[src/rtl/stn_pkg.sv]
// Shared definitions for the STN panel transmit path: FSM encoding,
// interface widths and a small counter-width helper.
package stn_pkg;

   localparam int STN_DAT_W  = 4;
   localparam int RAM_ADDR_W = 13;
   localparam int RAM_BYTES  = 6144;

   typedef enum logic [1:0] {
      ST_IDLE     = 2'd0,
      ST_PREFETCH = 2'd1,
      ST_ACTIVE   = 2'd2,
      ST_HBLANK   = 2'd3
   } stn_state_e;

   // Bits needed for a counter holding 0..n-1 (never less than 1).
   function automatic int cnt_w(input int n);
      return (n > 2) ? $clog2(n) : 1;
   endfunction

endpackage

[src/rtl/stn_shift_timer.sv]
// Shift-period timer: phase counter (0..2*DIV-1), period index and the
// stn_fpshift waveform. The parent restarts it on every FSM state entry.
module stn_shift_timer
   import stn_pkg::*;
#(
   parameter int DIV    = 4,
   parameter int PH_W   = 3,
   parameter int PIDX_W = 7
)(
   input  logic              clk,
   input  logic              rst_x,
   input  logic              i_clr,
   input  logic              i_shift_en,
   output logic [PH_W-1:0]   o_ph,
   output logic              o_tick,
   output logic [PIDX_W-1:0] o_pidx,
   output logic              o_fpshift
);

   localparam logic [PH_W-1:0] PH_LAST = PH_W'(2*DIV-1);
   localparam logic [PH_W-1:0] PH_RISE = PH_W'(1);
   localparam logic [PH_W-1:0] PH_FALL = PH_W'(DIV);

   logic [PH_W-1:0]   r_ph;
   logic [PIDX_W-1:0] r_pidx;
   logic              w_tick;

   // Last clock of the current shift period.
   assign w_tick = (r_ph == PH_LAST);

   // Phase counter wraps once per shift period and advances the period index.
   always_ff @(posedge clk) begin
      // NOTE: state is updated with <= so every flop samples pre-edge values.
      if (!rst_x) begin
         r_ph   <= '0;
         r_pidx <= '0;
      end else if (i_clr) begin
         r_ph   <= '0;
         r_pidx <= '0;
      end else if (w_tick) begin
         r_ph   <= '0;
         r_pidx <= r_pidx + 1'b1;
      end else begin
         r_ph   <= r_ph + 1'b1;
      end
   end

   // Shift clock is high for ph 1..DIV: one clock of data setup before the
   // rise, DIV-1 clocks of hold after the fall.
   assign o_fpshift = i_shift_en && (r_ph >= PH_RISE) && (r_ph <= PH_FALL);

   assign o_ph   = r_ph;
   assign o_tick = w_tick;
   assign o_pidx = r_pidx;

endmodule

[src/rtl/stn_panel_tx.sv]
// STN panel transmit driver: fetches a monochrome frame from the byte RAM
// (registered, one-cycle read latency) and serialises it as 4-bit nibbles
// with line/frame markers. Byte, address and line bookkeeping live here;
// shift timing comes from stn_shift_timer.
module stn_panel_tx
   import stn_pkg::*;
#(
   parameter int H_PIX    = 256,
   parameter int V_LINES  = 192,
   parameter int H_BLANK  = 8,
   parameter int LP_WIDTH = 2,
   parameter int DIV      = 4
)(
   input  logic                  clk,
   input  logic                  rst_x,
   input  logic                  en,
   output logic                  ram_ce,
   output logic [RAM_ADDR_W-1:0] ram_addr,
   input  logic [7:0]            ram_rdata,
   output logic                  stn_fpframe,
   output logic                  stn_fpline,
   output logic                  stn_fpshift,
   output logic [STN_DAT_W-1:0]  stn_fpdat,
   output logic                  frame_end
);

   localparam int BYTES_PER_LINE = H_PIX / 8;
   localparam int ACT_PERIODS    = H_PIX / 4;
   localparam int MAX_PERIODS    = (ACT_PERIODS > H_BLANK) ? ACT_PERIODS : H_BLANK;
   localparam int PH_W           = cnt_w(2 * DIV);
   localparam int PIDX_W         = cnt_w(MAX_PERIODS);
   localparam int LINE_W         = cnt_w(V_LINES);

   localparam logic [PH_W-1:0]       PH_1          = PH_W'(1);
   localparam logic [PIDX_W-1:0]     PIDX_ACT_LAST = PIDX_W'(ACT_PERIODS - 1);
   localparam logic [PIDX_W-1:0]     PIDX_HB_LAST  = PIDX_W'(H_BLANK - 1);
   localparam logic [PIDX_W-1:0]     PIDX_LP       = PIDX_W'(LP_WIDTH);
   // Low-nibble periods below this index still have a following byte to fetch.
   localparam logic [PIDX_W-1:0]     PIDX_PF_LIM   = PIDX_W'(ACT_PERIODS - 2);
   localparam logic [LINE_W-1:0]     LINE_LAST     = LINE_W'(V_LINES - 1);
   localparam logic [RAM_ADDR_W-1:0] ADDR_LAST     = RAM_ADDR_W'(BYTES_PER_LINE * V_LINES - 1);

   stn_state_e r_state;
   stn_state_e w_state_nxt;

   logic [PH_W-1:0]       w_ph;
   logic                  w_tick;
   logic [PIDX_W-1:0]     w_pidx;
   logic                  w_tmr_clr;
   logic                  w_shift_en;

   logic [RAM_ADDR_W-1:0] r_addr;
   logic [LINE_W-1:0]     r_line;
   logic [7:0]            r_nxt_byte;
   logic [7:0]            r_cur_byte;
   logic                  r_rd_pend;

   logic                  w_last_line;
   logic                  w_pf_done;
   logic                  w_act_end;
   logic                  w_line_end;
   logic                  w_hi_start;

   // ------------------------------------------------------------------
   // Shift timer
   // ------------------------------------------------------------------
   // Timer restarts on every state change so each state begins at ph=0,
   // period 0; it is held cleared while idle.
   assign w_tmr_clr  = (w_state_nxt != r_state) || (r_state == ST_IDLE);
   assign w_shift_en = (r_state == ST_ACTIVE);

   stn_shift_timer #(
      .DIV    (DIV),
      .PH_W   (PH_W),
      .PIDX_W (PIDX_W)
   ) u_timer (
      .clk        (clk),
      .rst_x      (rst_x),
      .i_clr      (w_tmr_clr),
      .i_shift_en (w_shift_en),
      .o_ph       (w_ph),
      .o_tick     (w_tick),
      .o_pidx     (w_pidx),
      .o_fpshift  (stn_fpshift)
   );

   // ------------------------------------------------------------------
   // Sequencing events
   // ------------------------------------------------------------------
   assign w_last_line = (r_line == LINE_LAST);
   // Second prefetch cycle: read data is on ram_rdata now.
   assign w_pf_done   = (r_state == ST_PREFETCH) && (w_ph == PH_1);
   assign w_act_end   = (r_state == ST_ACTIVE) && w_tick && (w_pidx == PIDX_ACT_LAST);
   assign w_line_end  = (r_state == ST_HBLANK) && w_tick && (w_pidx == PIDX_HB_LAST);
   // Edge into a high-nibble period: either after a low nibble mid-line or
   // from blanking into the next line.
   assign w_hi_start  = ((r_state == ST_ACTIVE) && w_tick && w_pidx[0] && !w_act_end)
                     || (w_line_end && !w_last_line);

   // ------------------------------------------------------------------
   // FSM
   // ------------------------------------------------------------------
   // State register.
   always_ff @(posedge clk) begin
      if (!rst_x) r_state <= ST_IDLE;
      else        r_state <= w_state_nxt;
   end

   // Next-state logic; en only matters in IDLE and at the frame boundary.
   always_comb begin
      // NOTE: default first so no path through the case leaves it unassigned (no latch).
      w_state_nxt = r_state;
      case (r_state)
         ST_IDLE: begin
            if (en) w_state_nxt = ST_PREFETCH;
         end
         ST_PREFETCH: begin
            if (w_pf_done) w_state_nxt = ST_ACTIVE;
         end
         ST_ACTIVE: begin
            if (w_act_end) w_state_nxt = ST_HBLANK;
         end
         ST_HBLANK: begin
            if (w_line_end) begin
               if (!w_last_line) w_state_nxt = ST_ACTIVE;
               else if (en)      w_state_nxt = ST_PREFETCH;
               else              w_state_nxt = ST_IDLE;
            end
         end
         default: w_state_nxt = ST_IDLE;
      endcase
   end

   // Output decode from state, phase, period index and line.
   always_comb begin
      ram_ce      = 1'b0;
      stn_fpline  = 1'b0;
      stn_fpframe = 1'b0;
      stn_fpdat   = '0;
      frame_end   = 1'b0;
      case (r_state)
         ST_PREFETCH: begin
            ram_ce = (w_ph == '0);
         end
         ST_ACTIVE: begin
            // Even periods carry the high nibble, odd periods the low nibble.
            stn_fpdat = w_pidx[0] ? r_cur_byte[3:0] : r_cur_byte[7:4];
            // Fetch the following byte early in the low-nibble period.
            ram_ce    = w_pidx[0] && (w_pidx < PIDX_PF_LIM) && (w_ph == PH_1);
         end
         ST_HBLANK: begin
            stn_fpline  = (w_pidx < PIDX_LP);
            stn_fpframe = stn_fpline && w_last_line;
            // First byte of the next line is fetched in the last blank period.
            ram_ce      = (w_pidx == PIDX_HB_LAST) && (w_ph == PH_1) && !w_last_line;
            frame_end   = w_line_end && w_last_line;
         end
         default: ;
      endcase
   end

   assign ram_addr = r_addr;

   // ------------------------------------------------------------------
   // Byte pipeline, RAM address and line counter
   // ------------------------------------------------------------------
   // nxt_byte captures every read one cycle after its strobe; cur_byte is
   // what is being shifted out. The initial prefetch has no spare cycle, so
   // cur_byte takes that byte straight from the RAM.
   always_ff @(posedge clk) begin
      if (!rst_x) begin
         r_rd_pend  <= 1'b0;
         r_nxt_byte <= '0;
         r_cur_byte <= '0;
         r_addr     <= '0;
         r_line     <= '0;
      end else begin
         r_rd_pend <= ram_ce;
         if (r_rd_pend) r_nxt_byte <= ram_rdata;

         if (w_pf_done)       r_cur_byte <= ram_rdata;
         else if (w_hi_start) r_cur_byte <= r_nxt_byte;

         // Address advances after each strobe and wraps after the last byte
         // of the frame, so it is already 0 for the next frame.
         if (ram_ce) r_addr <= (r_addr == ADDR_LAST) ? '0 : r_addr + 1'b1;

         if (w_line_end) r_line <= w_last_line ? '0 : r_line + 1'b1;
      end
   end

endmodule

[config.mk]
export PLATFORM = sky130hd
export DESIGN_NAME = stn_panel_tx
export DESIGN_NICKNAME = d
export VERILOG_FILES = /design/src/rtl/stn_pkg.sv /design/src/rtl/stn_shift_timer.sv /design/src/rtl/stn_panel_tx.sv
export SDC_FILE = /design/constraint.sdc
export NUM_CORES = 1
export LEC_CHECK = 0
export ABC_AREA = 1
export BUFFER_PORTS_ARGS = -buffer_cell sky130_fd_sc_hd__buf_2
export CAP_MARGIN = 0
export CORE_ASPECT_RATIO = 0.6
export CORE_MARGIN = 1.5
export CORE_UTILIZATION = 58
export CTS_CLUSTER_SIZE = 40
export DETAILED_ROUTE_END_ITERATION = 16
export GPL_ROUTABILITY_DRIVEN = 1
export PLACE_DENSITY_LB_ADDON = 0.08
export SLEW_MARGIN = 0
export SYNTH_ARGS = -nofsm -noshare
export SYNTH_HDL_FRONTEND = slang
export SYNTH_SLANG_ARGS = --single-unit
[constraint.sdc]
create_clock -name clk -period 2 [get_ports clk]
set_clock_uncertainty 0.15 [all_clocks]
set_input_delay 0 -clock clk [delete_from_list [all_inputs] [get_ports clk]]
set_output_delay 0 -clock clk [all_outputs]
set_load 0.1 [all_outputs]
==> impl_metrics.toml, run 1 <==
[worst_setup_path]
max_stage_delay_ns = 0.45
crit_type = "reg2out"
critPathArrivalTime_ns = 1.78
r2r-end = "u_timer.o_pidx[5]$_SDFFE_PP0N_"
r2r_cells = 10
cp-startpoint = "r_state[1]$_SDFF_PN0_"
cp.required_ns = 1.85
ff2ff_setup_slack_ns = 0.14
cp-endpoint = "stn_fpshift"
crit_fanout = 5
path_cells = "inv_2, nor2_1, o21ai_0, a41oi_2, buf_2"
endpoint_kind = "primary output"
reg2reg_from = "u_timer.o_ph[0]$_SDFF_PP0_"
crit_slowest_cell = "buf_2"
crit_path_start_kind = "flop"

[power_and_ir_drop]
power.share.sequential_pct = 53.3
power_density_nw_per_um2 = 587
switchingPower_w = 0.000526
clkPwrFrac_pct = 33.4
swShare_pct = 27.2
intPower_w = 0.00141
vdd_drop_max_mv = 0.350
power_frac_comb_pct = 13.3
power.leakage_nw = 1.38

[route]
avgViaCountPerCell = 5.12
drc = 0
wl_per_cell_um = 12.0
routed-via-count = 2554
dr.first_iter.drc_count = 127
wl_um = 6010
drt.antenna.violating_nets = 0
dr.pass1.iters = 5

[global_routing]
grt_pass1_vias = 2256
grt_pass1_wl_um = 9870
grt_max_degree = 21
antenna_found_initial = 0
grt_usage_pct = 24.3
overflow = 0

[place]
dp_slack_ns = 0.0265
dp.final_hpwl_um = 4140
dpl.cell_count = 473
place_congestion = 0.880
io_buffers = 32

[synthesis]
syn_avg_cell_area_um2 = 6.90
ys_seq_area_share_pct = 36.9
yosys_warnings = 0
ys_async_sr_fraction_pct = 0
synth_nets = 403
synth-seq-cells = 49
postSynthCellCount = 385
synth_edf_count = 0
mappedNetlistArea_um2 = 2660
ys_types = 32
synth-main-ff-cell = "dfxtp_1"

[run]
max-cap-violations = 0

[floorplan]
fp.dieW_um = 90.3
top_level_ports = 33
die_height_um = 55.4
num_rows = 18
initial_core_util_pct = 62.4
core-area_um2 = 4260
fp.dieArea_um2 = 5010

[sta]
setup_viol = 0
layout_min_cycle_time_ns = 1.93
slew_headroom_pct = 66.4
fmax_mhz = 518
timing.final.crit_share_pct = 96.5
final_hold_viol_count = 0
worst_pin_slew_ns = 0.508
drv_slew = 0
finalWorstSetupSlack_ns = 0.0700

[status]
outcome = "complete, no violations"

[cts]
cts_tree = "done"
clock-sinks = 49
clockBufferDepth = 2
path_clk_slew_ns = 0.08
numCtsBuffers = 5
ctsHtreeMaxLevel = 2
worstSkewPairLatency_ns = 0.30
clockRootBuffer = "clkbuf_8"

[worst_hold_path]
min_path_type = "reg2reg"

[cells_and_area]
antenna_cells = 0
design.final.nets = 456
final_util_pct = 77.4
drive_gt1_share_pct = 25.5
final_common_cell = "nand2_1"
instances_no_fill = 499
syn_to_final_growth_pct = 24.1
layout_common_cells = "nand2_1 (84), inv_1 (48), nor2_1 (35), a21oi_1 (35), dfxtp_1 (32)"
logic make-up after synthesis:
family                     synth area share [%]
and+or+nand+nor                            30.5
buffers and inverters                      10.0
adders and majority gates                  3.30
xor gates and xnor gates                   3.63
DFF                                        36.9
AOI/OAI and AO/OA                          15.6
routing by layer:
metal / track usage, % / vias up / wire length, um / part of all wire, %
met5: 0 / - / 0 / 0
met3: 5.10 / 6 / 283 / 4.7
met1: 34.3 / 1143 / 3050 / 51
met2: 37.9 / 69 / 2620 / 44
li1: - / 1336 / - / -
met4: 6.35 / 0 / 46 / 0.77
power groups by stage:
stage               Combinational [W]  Sequential, W  Clock (W)
finish                       0.000258        0.00103   0.000646
global placement             0.000219        0.00105          0
CTS                          0.000241        0.00103   0.000652
detailed placement           0.000223        0.00105          0
global route                 0.000282        0.00103   0.000686
floorplan                    0.000154        0.00107          0
synthesized netlist by cell type (2+ instances only):
library cell / n / share of area (%)
a21oi_1: 35 / 6.6
a21oi_2: 3 / 0.99
buf_6: 3 / 1.3
clkbuf_1: 5 / 0.71
dfxtp_1: 49 / 37
ha_1: 7 / 3.3
inv_1: 49 / 6.9
inv_2: 6 / 0.85
nand2_1: 85 / 12
nand2_2: 7 / 1.6
nand3_1: 22 / 4.1
nand3_2: 4 / 1.5
nand3b_1: 2 / 0.57
nand4_1: 5 / 1.2
nor2_1: 37 / 5.2
nor2_2: 6 / 1.4
nor2_4: 2 / 0.85
nor3_1: 5 / 0.94
o21ai_0: 29 / 5.5
o21ai_2: 2 / 0.66
or2_2: 2 / 0.47
xnor2_1: 2 / 0.66
xor2_1: 9 / 3.0
final cells by class:
type	count	area [um^2]
Timing Repair Buffer	55	388
Inverter	56	213
Clock inverter	1	5.00
Multi-Input combinational cell	271	1510
Fill cell	322	962
Clock buffer	7	96.3
Tap cell	60	75.1
Sequential cell	49	1010
registers in the layout (all words and copies together) (netlist names):
register and flops:
r_cur_byte 8, r_line 8, r_nxt_byte 8, r_rd_pend 1, r_state 2, ram_addr 13
u_timer.o_ph 3, u_timer.o_pidx 6
worst min-delay path by stage:
stage                                             to                        from  cells after the start
after global routing      u_timer.o_ph[0]$_SDFF_PP0_  u_timer.o_ph[0]$_SDFF_PP0_                      1
after global placement    r_nxt_byte[0]$_SDFFE_PN0P_                ram_rdata[0]                      3
final                     u_timer.o_ph[0]$_SDFF_PP0_  u_timer.o_ph[0]$_SDFF_PP0_                      1
after CTS                 u_timer.o_ph[0]$_SDFF_PP0_  u_timer.o_ph[0]$_SDFF_PP0_                      1
after detailed placement  r_nxt_byte[5]$_SDFFE_PN0P_                ram_rdata[5]                      3
after floorplan           r_nxt_byte[0]$_SDFFE_PN0P_                ram_rdata[0]                      2
per-stage QoR:
stage               power, W  cell area (um^2)  TNS [ns]  hold WS (ns)
global route         0.00200              3290   -0.0565         0.320
global placement     0.00127              2990         0         0.101
CTS                  0.00192              3200         0         0.311
finish               0.00193              3290         0         0.299
floorplan            0.00122              2740     -1.20      -0.00661
detailed placement   0.00128              2990         0         0.111
timing repair:
| action | CTS | global route |
|---|---|---|
| hold buffers | 10 | 0 |
| hold endpoints to repair | 21 | 0 |
| pin swaps | 0 | 4 |
| buffers inserted | 0 | 8 |
| gates resized for setup | 2 | 11 |
| setup endpoints to repair | 4 | 30 |
critical path, delay by kind of cell, from the launching register on:
family	cells	cell delay [ns]
flip-flops	1	0.35
buffers and inverters	2	0.51
AND/OR/NAND/NOR	1	0.25
AO/OA/AOI/OAI	2	0.37
No activity file was read; power rests on OpenSTA's default activity.
==> run 2: changes to the inputs <==
--- a/config.mk
+++ b/config.mk
@@ -15,6 +15,7 @@
 export DETAILED_ROUTE_END_ITERATION = 16
 export GPL_ROUTABILITY_DRIVEN = 1
 export PLACE_DENSITY_LB_ADDON = 0.08
+export RECOVER_POWER = 50
 export SLEW_MARGIN = 0
 export SYNTH_ARGS = -nofsm -noshare
 export SYNTH_HDL_FRONTEND = slang
==> run 2 against run 1 <==
  * First-iteration DRC count increased by 12%
  * Sequential share of layout area up 0.28 points
  * Die area stayed put
  * Total power is 0.21% lower
  * Wire length shrank 0.53%
  * Fmax decreased by 0.18%
  * Clock power about the same
  * Clock-buffer cell count did not move
  * Via count grew 0.20%
  * Non-clock buffer count did not move
  * Worst setup slack worse by 0.0035 ns
==> impl_metrics.toml, run 2 (synthesis results as in run 1) <==
[global_routing]
antenna_found_initial = 0
grt_max_degree = 21
grt_pass1_wl_um = 9870
grt_usage_pct = 24.3
grt_pass1_vias = 2256
overflow = 0

[worst_setup_path]
crit_fanout = 5
r2r-end = "u_timer.o_pidx[5]$_SDFFE_PP0N_"
max_stage_delay_ns = 0.45
crit_type = "reg2out"
crit_slowest_cell = "buf_2"
ff2ff_setup_slack_ns = 0.12
reg2reg_from = "u_timer.o_ph[0]$_SDFF_PP0_"
path_cells = "inv_2, nor2_1, o21ai_0, a41oi_2, buf_2"
endpoint_kind = "primary output"
cp.required_ns = 1.85
crit_path_start_kind = "flop"
r2r_cells = 11
critPathArrivalTime_ns = 1.78

[sta]
setup_viol = 0
whs_ns = 0.298
final_hold_viol_count = 0
layout_min_cycle_time_ns = 1.93
drv_slew = 0
tns_ns = 0
timing.final.crit_share_pct = 96.7
slew_headroom_pct = 19.7
fmax_mhz = 517
worst_pin_slew_ns = 1.21

[status]
outcome = "complete, no violations"

[cells_and_area]
antenna_cells = 0
design.final.nets = 456
drive_gt1_share_pct = 22.3
instances_no_fill = 499
final_common_cell = "nand2_1"
syn_to_final_growth_pct = 23.0
largest_reg_flops = 13
layout_common_cells = "nand2_1 (86), inv_1 (48), nor2_1 (35), a21oi_1 (35), dfxtp_1 (32)"

[worst_hold_path]
holdCritStartpoint = "u_timer.o_ph[0]$_SDFF_PP0_"
worstHoldEndpoint = "u_timer.o_ph[0]$_SDFF_PP0_"
min_path_cells = 1
min_path_type = "reg2reg"

[power_and_ir_drop]
power.leakage_nw = 1.30
power_density_nw_per_um2 = 591
vdd_drop_max_mv = 0.349
report.power.total_w = 0.00193

[floorplan]
top_level_ports = 33
die_height_um = 55.4
initial_core_util_pct = 62.4
num_rows = 18
core-area_um2 = 4260
fp.dieW_um = 90.3
fp.dieArea_um2 = 5010

[run]
max-cap-violations = 0

[cts]
ctsHtreeMaxLevel = 2
worstSkewPairLatency_ns = 0.30
numCtsBuffers = 5
clockBufferDepth = 2
path_clk_slew_ns = 0.08
clock-sinks = 49
clockRootBuffer = "clkbuf_8"
cts_tree = "done"

[place]
io_buffers = 32
dp.final_hpwl_um = 4140
place_congestion = 0.880
dpl.cell_count = 473

[route]
dr.first_iter.drc_count = 142
wl_per_cell_um = 12.0
drc = 0
routed-via-count = 2559
drt.antenna.violating_nets = 0
dr.pass1.iters = 5
wl_um = 5970
avgViaCountPerCell = 5.13
run 2: cell types whose count changed in the layout (fill, tap and decap cells not counted):
| cell | previous run | this run |
|---|---|---|
| buf_1 | 0 | 1 |
| nand2_1 | 84 | 86 |
| buf_4 | 13 | 11 |
| nand2_2 | 5 | 4 |
| nand2_4 | 2 | 1 |
| clkbuf_1 | 0 | 11 |
| buf_2 | 30 | 17 |
| clkbuf_2 | 0 | 3 |
run 2: critical path: cells and delay by family (launching register included):
| family | cells | cell delay (ns) |
|---|---|---|
| flops | 1 | 0.35 |
| simple gates | 1 | 0.25 |
| buf+inv | 2 | 0.51 |
| compound gates | 2 | 0.37 |
run 2: power by group:
| group | leakage [nW] | internal (W) | switching [W] |
|---|---|---|---|
| registers | 0.406 | 0.00100 | 0.0000273 |
| logic | 0.843 | 0.0000879 | 0.000165 |
| clock network | 0.0542 | 0.000313 | 0.000333 |
| total | 1.30 | 0.00140 | 0.000526 |
run 2: how the worst max path moves through the flow:
stage | cells past startpoint | endpoint | start
6_report | 5 | stn_fpshift | r_state[1]$_SDFF_PN0_
5_1_grt | 5 | stn_fpshift | r_state[1]$_SDFF_PN0_
4_1_cts | 9 | ram_ce | r_line[0]$_SDFFE_PN0N_
3_5_place_dp | 9 | r_cur_byte[0]$_SDFFE_PN0P_ | u_timer.o_ph[0]$_SDFF_PP0_
3_3_place_gp | 9 | r_cur_byte[3]$_SDFFE_PN0P_ | u_timer.o_ph[0]$_SDFF_PP0_
2_1_floorplan | 3 | stn_fpdat[0] | u_timer.o_pidx[0]$_SDFFE_PP0N_
run 2: final cells by class:
class                   instances  area (um^2)
fillers                       330          992
repair buffers                 55          368
inverters                      56          213
well taps                      60         75.1
clock buffers                   7         96.3
multi-input cells             271         1500
flip-flops and latches         49         1010
clock inverters                 1         5.00
run 2: stage by stage:
step | worst slack, ns | utilization [%] | area, um^2
after floorplan | -0.295 | - | 2740
after global placement | 0.135 | 70.2 | 2990
after detailed placement | 0.0265 | 70.2 | 2990
after CTS | 0.00533 | 75.2 | 3200
after global routing | -0.0273 | 76.7 | 3260
final | 0.0665 | 76.7 | 3260
run 2: what timing repair did:
item / 4_1_cts / 5_1_grt
setup buffers: 0 / 8
cloned: 0 / 0
resized for setup: 2 / 11
hold endpoints to repair: 21 / 0
hold buffers: 10 / 0
pin swaps: 0 / 4
setup endpoints to repair: 4 / 30
run 2: per-layer routing:
layer  routed length [um]  share of wire [%]  GRT usage, %
met5                    0                  0             0
met2                 2620                 44          37.9
met1                 2950                 49          34.3
met3                  347                5.8          5.10
met4                   63                1.1          6.35
